===== src/rtl/tight_acc_pkg.sv =====
`default_nettype none
// ============================================================================
//  Module      : tight_acc_pkg
//  Description : Shared types and constants for the tight accelerator blocks.
//  Revision    : 1.0 - initial release
// ============================================================================
package tight_acc_pkg;

    localparam int          TACC_DATA_W   = 64;
    localparam logic [5:0]  TACC_OP_ISQRT = 6'b000001;

    typedef enum logic [1:0] {
        IDLE = 2'd0,
        CALC = 2'd1,
        DONE = 2'd2
    } isqrt_state_e;

endpackage
`default_nettype wire


===== src/rtl/tight_acc_isqrt_step.sv =====
`default_nettype none
// ============================================================================
//  Module      : isqrt_step
//  Description : One restoring square-root iteration (two radicand bits in).
//  Revision    : 1.0 - initial release
// ============================================================================
module isqrt_step #(
    parameter int ROOT_W = 32
) (
    input  logic [ROOT_W+1:0] i_rem,
    input  logic [ROOT_W-1:0] i_root,
    input  logic [1:0]        i_bits,
    output logic [ROOT_W+1:0] o_rem,
    output logic [ROOT_W-1:0] o_root
);

    logic [ROOT_W+1:0] w_rem_sh;
    logic [ROOT_W+1:0] w_trial;
    logic              w_ge;

    assign w_rem_sh = (i_rem << 2) | {{ROOT_W{1'b0}}, i_bits};
    assign w_trial  = {i_root, 2'b01};
    assign w_ge     = (w_rem_sh >= w_trial);

    assign o_rem  = w_ge ? (w_rem_sh - w_trial) : w_rem_sh;
    assign o_root = (i_root << 1) | {{(ROOT_W-1){1'b0}}, w_ge};

endmodule
`default_nettype wire


===== src/rtl/tight_acc_isqrt.sv =====
`default_nettype none
// ============================================================================
//  Module      : tight_acc_isqrt
//  Description : Iterative unsigned integer square root, one bit-pair/cycle.
//  Revision    : 1.0 - initial release
// ============================================================================
module tight_acc_isqrt
    import tight_acc_pkg::*;
#(
    parameter int DATA_W = TACC_DATA_W
) (
    input  logic                clk,
    input  logic                rst,
    input  logic                req_val,
    output logic                req_rdy,
    input  logic [DATA_W-1:0]   req_operand,
    input  logic                flush,
    output logic                busy,
    output logic                resp_val,
    input  logic                resp_rdy,
    output logic [DATA_W/2-1:0] resp_root,
    output logic [DATA_W/2:0]   resp_rem
);

    localparam int ROOT_W = DATA_W / 2;
    localparam int ITERS  = DATA_W / 2;
    localparam int CNT_W  = $clog2(ITERS);
    localparam logic [CNT_W-1:0] c_last = CNT_W'(ITERS - 1);

    isqrt_state_e      r_state;
    isqrt_state_e      w_next_state;
    logic              w_accept;

    logic [DATA_W-1:0] r_opnd;
    logic [ROOT_W+1:0] r_rem;
    logic [ROOT_W-1:0] r_root;
    logic [CNT_W-1:0]  r_cnt;
    logic [ROOT_W+1:0] w_rem_nxt;
    logic [ROOT_W-1:0] w_root_nxt;

    isqrt_step #(
        .ROOT_W (ROOT_W)
    ) u_step (
        .i_rem  (r_rem),
        .i_root (r_root),
        .i_bits (r_opnd[DATA_W-1 -: 2]),
        .o_rem  (w_rem_nxt),
        .o_root (w_root_nxt)
    );

    always_ff @(posedge clk) begin
        if (rst) begin
            r_state <= IDLE;
        end else begin
            r_state <= w_next_state;
        end
    end

    // A DONE entry with resp_rdy frees the slot in the same edge, so a new
    // operand can be taken without a bubble.
    always_comb begin
        w_next_state = r_state;
        req_rdy      = !flush && ((r_state == IDLE) || ((r_state == DONE) && resp_rdy));
        w_accept     = req_val && req_rdy;
        case (r_state)
            IDLE: if (w_accept) w_next_state = CALC;
            CALC: if (r_cnt == c_last) w_next_state = DONE;
            DONE: if (resp_rdy) w_next_state = w_accept ? CALC : IDLE;
            default: w_next_state = IDLE;
        endcase
        if (flush) begin
            w_next_state = IDLE;
        end
    end

    always_ff @(posedge clk) begin
        if (rst) begin
            r_opnd <= '0;
            r_rem  <= '0;
            r_root <= '0;
            r_cnt  <= '0;
        end else if (flush) begin
            r_cnt  <= '0;
        end else if (w_accept) begin
            r_opnd <= req_operand;
            r_rem  <= '0;
            r_root <= '0;
            r_cnt  <= '0;
        end else if (r_state == CALC) begin
            r_opnd <= r_opnd << 2;
            r_rem  <= w_rem_nxt;
            r_root <= w_root_nxt;
            r_cnt  <= (r_cnt == c_last) ? '0 : r_cnt + 1'b1;
        end
    end

    assign busy      = (r_state != IDLE);
    assign resp_val  = (r_state == DONE);
    assign resp_root = r_root;
    // Final remainder never exceeds 2*root, so the top accumulator bit is zero.
    assign resp_rem  = r_rem[ROOT_W:0];

endmodule
`default_nettype wire


===== config.mk =====
export PLATFORM = sky130hd
export DESIGN_NAME = tight_acc_isqrt
export DESIGN_NICKNAME = d
export VERILOG_FILES = /design/src/rtl/tight_acc_pkg.sv /design/src/rtl/tight_acc_isqrt_step.sv /design/src/rtl/tight_acc_isqrt.sv
export SDC_FILE = /design/constraint.sdc
export NUM_CORES = 1
export LEC_CHECK = 0
export CORE_UTILIZATION = 40
export DETAILED_ROUTE_END_ITERATION = 16
export GPL_TIMING_DRIVEN = 0
export REMOVE_ABC_BUFFERS = 1
export SLEW_MARGIN = 40
export SYNTH_ARGS = -nofsm -noshare
export SYNTH_HDL_FRONTEND = slang
export SYNTH_HIERARCHICAL = 1
export SYNTH_SLANG_ARGS = --single-unit

===== constraint.sdc =====
create_clock -name clk -period 8.59 [get_ports clk]
set_clock_uncertainty 0.2 [all_clocks]
set_input_delay 2.577 -clock clk [delete_from_list [all_inputs] [get_ports clk]]
set_output_delay 2.577 -clock clk [all_outputs]
set_load 0.005 [all_outputs]

# == Word-level counts from Yosys, hierarchy flattened ==
# Cells that the tools add are included.
# word_totals
ff_bits,136
in_bits,69
output_inout_bits,68
word_cells,42
# op_classes
addsub,2
n_lt_le_gt_ge,1
eq_ne,6
mux,13
n_bitwise,3
n_reduce_logical,12
# op_table
op,count
64-bit two-way mux,2
33-bit two-way mux,3
32-bit two-way mux,2
34-bit >= comparator,1
34-bit by 2-bit OR with 34-bit output,1
33-bit subtractor,1
32-bit by 1-bit OR with 32-bit output,1
2-bit two-way mux,3
2-bit case mux with 3 select lines,1
"5-bit by 1-bit adder with 5-bit output, second input constant",1
"5-bit equality test, second input constant",1
5-bit two-way mux,1
"2-bit != test, second input constant",2
2-bit nonzero test,2
1-bit logical AND,3
3-bit AND reduction,1
3-bit OR reduction,1
"2-bit by 1-bit equality test with 1-bit output, second input constant",1
"2-bit equality test, second input constant",1
2-bit zero test,1
"2-bit by 1-bit != test with 1-bit output, second input constant",1
2-bit AND reduction,1
2-bit OR reduction,1
1-bit zero test,1
other kinds (3),3

# == Longest topological paths before layout ==
# Gate-level depths: netlist of the first run.
# logic_depth
depth_word,8
ltp_mapped,16
mapped_depth_nobuf,13

# == Modules after synthesis ==
# The synthesis of the first run kept the hierarchy.
# modules_own_cells
mod,n_inst,cells_each,area_per_inst_um2,seq_area_each_um2
tight_acc_isqrt,1,654,5933.2,2742.6
isqrt_step,1,375,2416.1,0.0

# == Worst setup path before layout of the first run ==
# Ideal clock, no wire load.
# synth_path
path_kind,input to output
startpoint,input port flush
endpoint,output port req_rdy
arrival_time_ns,2.937
required_ns,5.813
slack_ns,2.876
stages,2
path_buffers,1
cell_sequence,buf_2 nor3_1
# synth_between
elab_chain_cells,2
# synth_rtl
element,line,text
"start, declared",tight_acc_isqrt.sv:17,"input logic flush,"
1-bit zero test,tight_acc_isqrt.sv:63,req_rdy = !flush && ((r_state == IDLE) || ((r_state == DONE) && resp_rdy));
1-bit logical AND,tight_acc_isqrt.sv:63,
"end, declared",tight_acc_isqrt.sv:15,"output logic req_rdy,"
# No other way between the ends.

# == Worst setup path in the final report of the first run ==
# Same ends and word-level chain as after synthesis.

==> results of run 1 <==
[registers in the layout, indices dropped and copies added (netlist names)]
| name | cells |
|---|---|
| r_opnd | 64 |
| r_rem | 33 |
| resp_root | 32 |
| r_cnt | 5 |
| r_state | 2 |
[layout make-up]
cell class,instances,area [um^2]
Timing Repair Buffer,150,1613
Fill cell,1964,10320
Clock inverter,13,120.1
Sequential cell,136,2723
Clock buffer,19,452.9
Tap cell,270,337.8
Inverter,44,165.2
Multi-Input combinational cell,701,4507
[worst reg2reg max path, stage by stage, from the launching register on]
cell     delay (ps)
dfxtp_1         400
inv_1            60
ha_1            440
nand4_1         180
or2_2           390
nor4_1          550
nor3_1          130
a21o_4          440
inv_2           170
mux2_2          340
a22oi_1         150
nor2_1           60
[power breakdown]
part | leakage [nW] | switching [mW] | internal, mW
Combinational | 2.35 | 0.277 | 0.205
Sequential | 1.11 | 0.0162 | 0.656
Clock | 0.264 | 0.302 | 0.415
[how the worst max path moves through the flow]
stage                            endpoint  cells past startpoint     start
CTS                               req_rdy                      3     flush
detailed placement                req_rdy                      3     flush
global placement    r_cnt[3]$_SDFFE_PP0N_                      3       rst
global route                      req_rdy                      3     flush
floorplan                         req_rdy                      2  resp_rdy
finish                            req_rdy                      3     flush
[metrics by stage]
stage,area [um^2],power [mW],instances,setup slack (ps)
3_3_place_gp,9056,1.153,1287,180.8
2_1_floorplan,7357,1.010,881,3039
6_report,9918,1.871,1333,1809
4_1_cts,9918,1.891,1333,1807
3_5_place_dp,9345,1.166,1301,1828
5_1_grt,9918,1.972,1333,1735
[placed cells by master (no fill, tap or decap), types with 3 or more instances in the layout]
cell,n
nor2b_1,4
o31ai_1,6
a31oi_1,6
clkbuf_16,17
and3_1,4
buf_12,5
buf_16,3
dfxtp_1,136
a211oi_1,5
inv_6,3
a21oi_1,92
a21o_1,22
o21bai_1,4
nor3_1,7
nor2_1,151
ha_1,36
a22oi_1,67
inv_1,43
nand4_1,5
mux2i_1,3
buf_8,3
xnor2_1,18
clkdlybuf4s50_1,135
a211oi_2,60
nand2b_1,7
buf_4,3
clkinvlp_4,6
nand2_1,104
nand3_1,7
o21ai_0,43
xor2_1,11
[per-layer routing]
layer	part of all wire, %	vias to the layer above	GRT usage [%]
met1	50	3230	26.54
met3	3.2	15	4.107
met2	46	110	30.05
met4	0.92	0	5.263
met5	0	-	0
li1	-	3561	-
==> metrics.md, run 1 <==
| Metric | Value |
|---|---|
| Status | `finished clean` |
| Drt wl/cell | `about 15 um` |
| Maxcap violations | `0` |
| Fmax | `147.5 MHz` |
| Flop2flop setup slack | `about 5000 ps` |
| Post-layout nets | `approximately 1200` |
| Clock Sinks | `136` |
| Cell area after synthesis | `just over 8000 um^2` |
| Worst r2r path cells | `11` |
| Detailed Route WL | `~20 mm` |
| TritonCTS buffer count | `17` |
| # setup viols final | `0` |
| WS Path Type | `in -> out` |
| Power per cell area | `roughly 190 nW/um^2` |
| DP HPWL | `approximately 14 mm` |
| Worst min path class | `reg -> reg` |
| Post-route ant nets | `0` |
| CTS Hold Buffers Added | `0` |
| CP Buf/Inv Count | `2` |
| Arr. time, crit path | `4000 ps` |
| HP Start | `r_opnd[30]$_SDFFE_PP0P_` |
| Lkg Pwr | `3.719 nW` |
| Final core occ | `between 40% and 50%` |
| Worst-skew pair later-pin latency | `430 ps` |
| Initial Util | `between 40% and 50%` |
| Crit path cell chain | `clkdlybuf4s50_1 -> nor3_1 -> clkdlybuf4s50_1` |
| Hold Vio Cnt, Final | `0` |
| CTS-repair resized insts | `0` |
| # rows | `52` |
| Total global-route track usage | `a little under a fifth` |
| WP data required | `5810 ps` |
| Clk root buf | `clkbuf_16` |
| Syn_area_per_cell | `8.134 um^2` |
| Worst slew pin tran | `between 600 and 700 ps` |
| # diodes | `0` |
| Vias | `roughly 6900` |
| Fin Hold WS | `approximately 260 ps` |
| DR iter-0 viols | `between 300 and 400` |
| CP peak stage delay | `between 600 and 700 ps` |
| Final Wtd Congestion | `about 0.84` |
| Crit path capture type | `output pin` |
| Placeable Area | `around 20000 um^2` |
| Worst path slowest cell | `clkdlybuf4s50_1` |
| Global route overflow | `0` |
| Setup TNS | `0 ps` |
| Number of global-route vias before repair | `between 6000 and 7000` |
| RR Startpoint | `resp_root[18]$_SDFFE_PP0P_` |
| RSZ-0062 raised after global routing | `no` |
| Initial DRT Pass Iterations | `5` |
| Post-layout min period | `~6800 ps` |
| Via-to-Cell Ratio | `5.188` |
| Top Ports | `about 140` |
| Cell count after synthesis | `between 1000 and 1500` |
| Chip height | `between 100 and 150 um` |
| Cell count of the worst hold path | `2` |
| Most used cell, CP | `clkdlybuf4s50_1` |
| First-pass GRT wire length | `approximately 33 mm` |
| Worst vdd ir | `approximately 0.13 mV` |
| Largest net degree at the start of global routing | `63` |
| Syn. warnings | `6` |
| Full die area | `21240 um^2` |
| Drt drc | `0` |
| Fraction of layout cells with a size suffix above 1 | `11.67%` |
| Worst-path clk slew | `about 60 ps` |
| Slew margin rel. | `between 50% and 60%` |
| PortBufs | `roughly 140` |
| Die width | `145.7 um` |
| Number of antenna violations at the first check in global routing | `0` |
| Fin. max-slew vios | `0` |
| CTS tree | `done` |
| Post-CTS setup buffer count | `0` |
| CP Max Fanout | `8` |
| # H-tree levels | `4` |
| Max clock buf depth | `2` |
| Hold-critical path endpoint | `r_opnd[32]$_SDFFE_PP0P_` |
| Reg-to-Reg End | `r_rem[14]$_SDFFE_PP0P_` |
| Startpoint types | `input port` |
| Final Cycle Share | `approximately four fifths` |
| Area Overhead vs Synth | `20.02%` |
| CP delay by family, top | `buffers and inverters` |
No activity file was read; power rests on OpenSTA's default activity.
==> run 2, diff against run 1 <==
clock period = 6.7 ns   (was 8.59 ns; I/O delays follow)
==> results of run 2 <==
Same layout as run 1 (identical final DEF). Status: finished clean.
Main changes from that run: setup slack after placement 1828 ps -> 1072 ps; setup slack after layout 1809 ps -> 1053 ps; register-to-register setup slack 4980 ps -> 3090 ps; total power 1.871 mW -> 2.398 mW; worst IR drop on VDD 0.1251 mV -> 0.1603 mV
==> run 3, diff against run 2 <==
PLACE_DENSITY = 0.65   (was default)
clock period = 4.8 ns   (was 6.7 ns; I/O delays follow)
==> metrics.md, run 3 (same netlist as run 1, synthesis figures left out) <==
| Metric | Value |
|---|---|
| Crit path capture type | `output pin` |
| Die width | `145.7 um` |
| # setup viols final | `0` |
| Status | `finished clean` |
| Final Cycle Share | `between 90% and 100%` |
| Most frequent cells in the layout | `nor2_1 (151), dfxtp_1 (136), clkdlybuf4s50_1 (135)` |
| Full die area | `between 20000 and 25000 um^2` |
| Worst-skew pair later-pin latency | `430 ps` |
| Drt wl/cell | `about 15 um` |
| RR Startpoint | `resp_root[9]$_SDFFE_PP0P_` |
| Post-layout nets | `around 1200` |
| HP Start | `r_opnd[30]$_SDFFE_PP0P_` |
| WS Path Type | `in -> out` |
| DR iter-0 viols | `around 420` |
| Post-route ant nets | `0` |
| Maxcap violations | `0` |
| Final Power | `between 3 and 4 mW` |
| CTS Hold Buffers Added | `0` |
| TritonCTS buffer count | `17` |
| Worst min path class | `reg -> reg` |
| First-pass GRT wire length | `~33 mm` |
| CP Max Fanout | `8` |
| Largest net degree at the start of global routing | `between 70 and 80` |
| Worst path slowest cell | `clkdlybuf4s50_1` |
| Global route overflow | `0` |
| CP peak stage delay | `just over 600 ps` |
| Final Wtd Congestion | `roughly 0.87` |
| Most used cell, CP | `clkdlybuf4s50_1` |
| Total global-route track usage | `between 10% and 20%` |
| Initial Util | `approximately 40%` |
| Detailed Route WL | `~20 mm` |
| Slew margin rel. | `58.45%` |
| Placeable Area | `approximately 20000 um^2` |
| Max clock buf depth | `2` |
| Startpoint types | `input port` |
| Worst setup path startpoint | `flush` |
| Fin. max-slew vios | `0` |
| Number of antenna violations at the first check in global routing | `0` |
| DP HPWL | `roughly 14 mm` |
| Clk root buf | `clkbuf_16` |
| CTS-repair resized insts | `0` |
| Placed cell areas | `9324 um^2` |
| Number of global-route vias before repair | `6462` |
| WP data required | `approximately 3200 ps` |
| Drt drc | `0` |
| Fraction of layout cells with a size suffix above 1 | `between 10% and 20%` |
| Final core occ | `49.00%` |
| # H-tree levels | `4` |
| Fmax | `223.9 MHz` |
| Crit path cell chain | `clkdlybuf4s50_1 -> nor3_1 -> clkdlybuf4s50_1` |
| Post-route cell area | `9915 um^2` |
| Post-layout min period | `between 4000 and 5000 ps` |
| Vias | `roughly 7000` |
| Hold Vio Cnt, Final | `0` |
| Lkg Pwr | `3.731 nW` |
| # diodes | `0` |
| Worst slew pin tran | `613.5 ps` |
| Top Ports | `137` |
| # rows | `52` |
| Area Overhead vs Synth | `19.97%` |
| Via-to-Cell Ratio | `between 5 and 6` |
| CTS tree | `done` |
| PortBufs | `approximately 140` |
| Arr. time, crit path | `2830 ps` |
| Clock Sinks | `roughly 140` |
| Top reg by flops | `r_opnd` |
| Setup TNS | `0 ps` |
| Worst-path clk slew | `approximately 60 ps` |
| RSZ-0062 raised after global routing | `no` |
| Number of flip-flops in the largest register | `64` |
| Most common cell after layout, fill and taps aside | `nor2_1` |
| Worst vdd ir | `between 0.2 and 0.25 mV` |
| Power per cell area | `roughly 340 nW/um^2` |
| Chip height | `~150 um` |
| Post-CTS setup buffer count | `0` |
| Initial DRT Pass Iterations | `5` |
[run 3: where the power goes]
part           internal (mW)  switching [mW]
Combinational          0.365           0.490
Clock                  0.751           0.571
Sequential              1.17          0.0287
[run 3: metrics by stage]
step | setup slack [ps] | instances | hold slack (ps)
finish | 333.9 | 1332 | 259.3
global route | 271.6 | 1332 | 281.8
CTS | 315.7 | 1332 | 259.4
detailed placement | 334.9 | 1300 | 250.1
global placement | -2416 | 1287 | 243.3
floorplan | 1153 | 881 | 232.2
[run 3: worst paths after layout]
kind	endpoint	slack, ps	depth (start not counted)
worst min-delay path	r_opnd[32]$_SDFFE_PP0P_	260	2
worst min register to register	r_opnd[32]$_SDFFE_PP0P_	260	2
worst max-delay path	req_rdy	330	3
worst max register to register	r_rem[20]$_SDFFE_PP0P_	1180	13
[run 3: layout make-up]
class	count	area (um^2)
fill	1937	10320
multi-input combinational	701	4507
sequential	136	2723
timing repair buffer	149	1592
clock buffer	18	439.2
tap	270	337.8
inverter	44	165.2
clock inverter	14	151.4
[run 3: worst max-delay path, delay by kind of cell]
| family | cells | cell delay [ps] |
|---|---|---|
| buffers and inverters | 2 | 1140 |
| AND/OR/NAND/NOR | 1 | 250 |
[run 3: per-layer routing]
metal | global-route usage [%] | wire [um] | vias up
met3 | 3.229 | 700 | 23
met1 | 26.33 | 9934 | 3260
li1 | - | - | 3557
met4 | 6.684 | 361 | 0
met2 | 28.61 | 8843 | 120
met5 | 0 | 0 | -
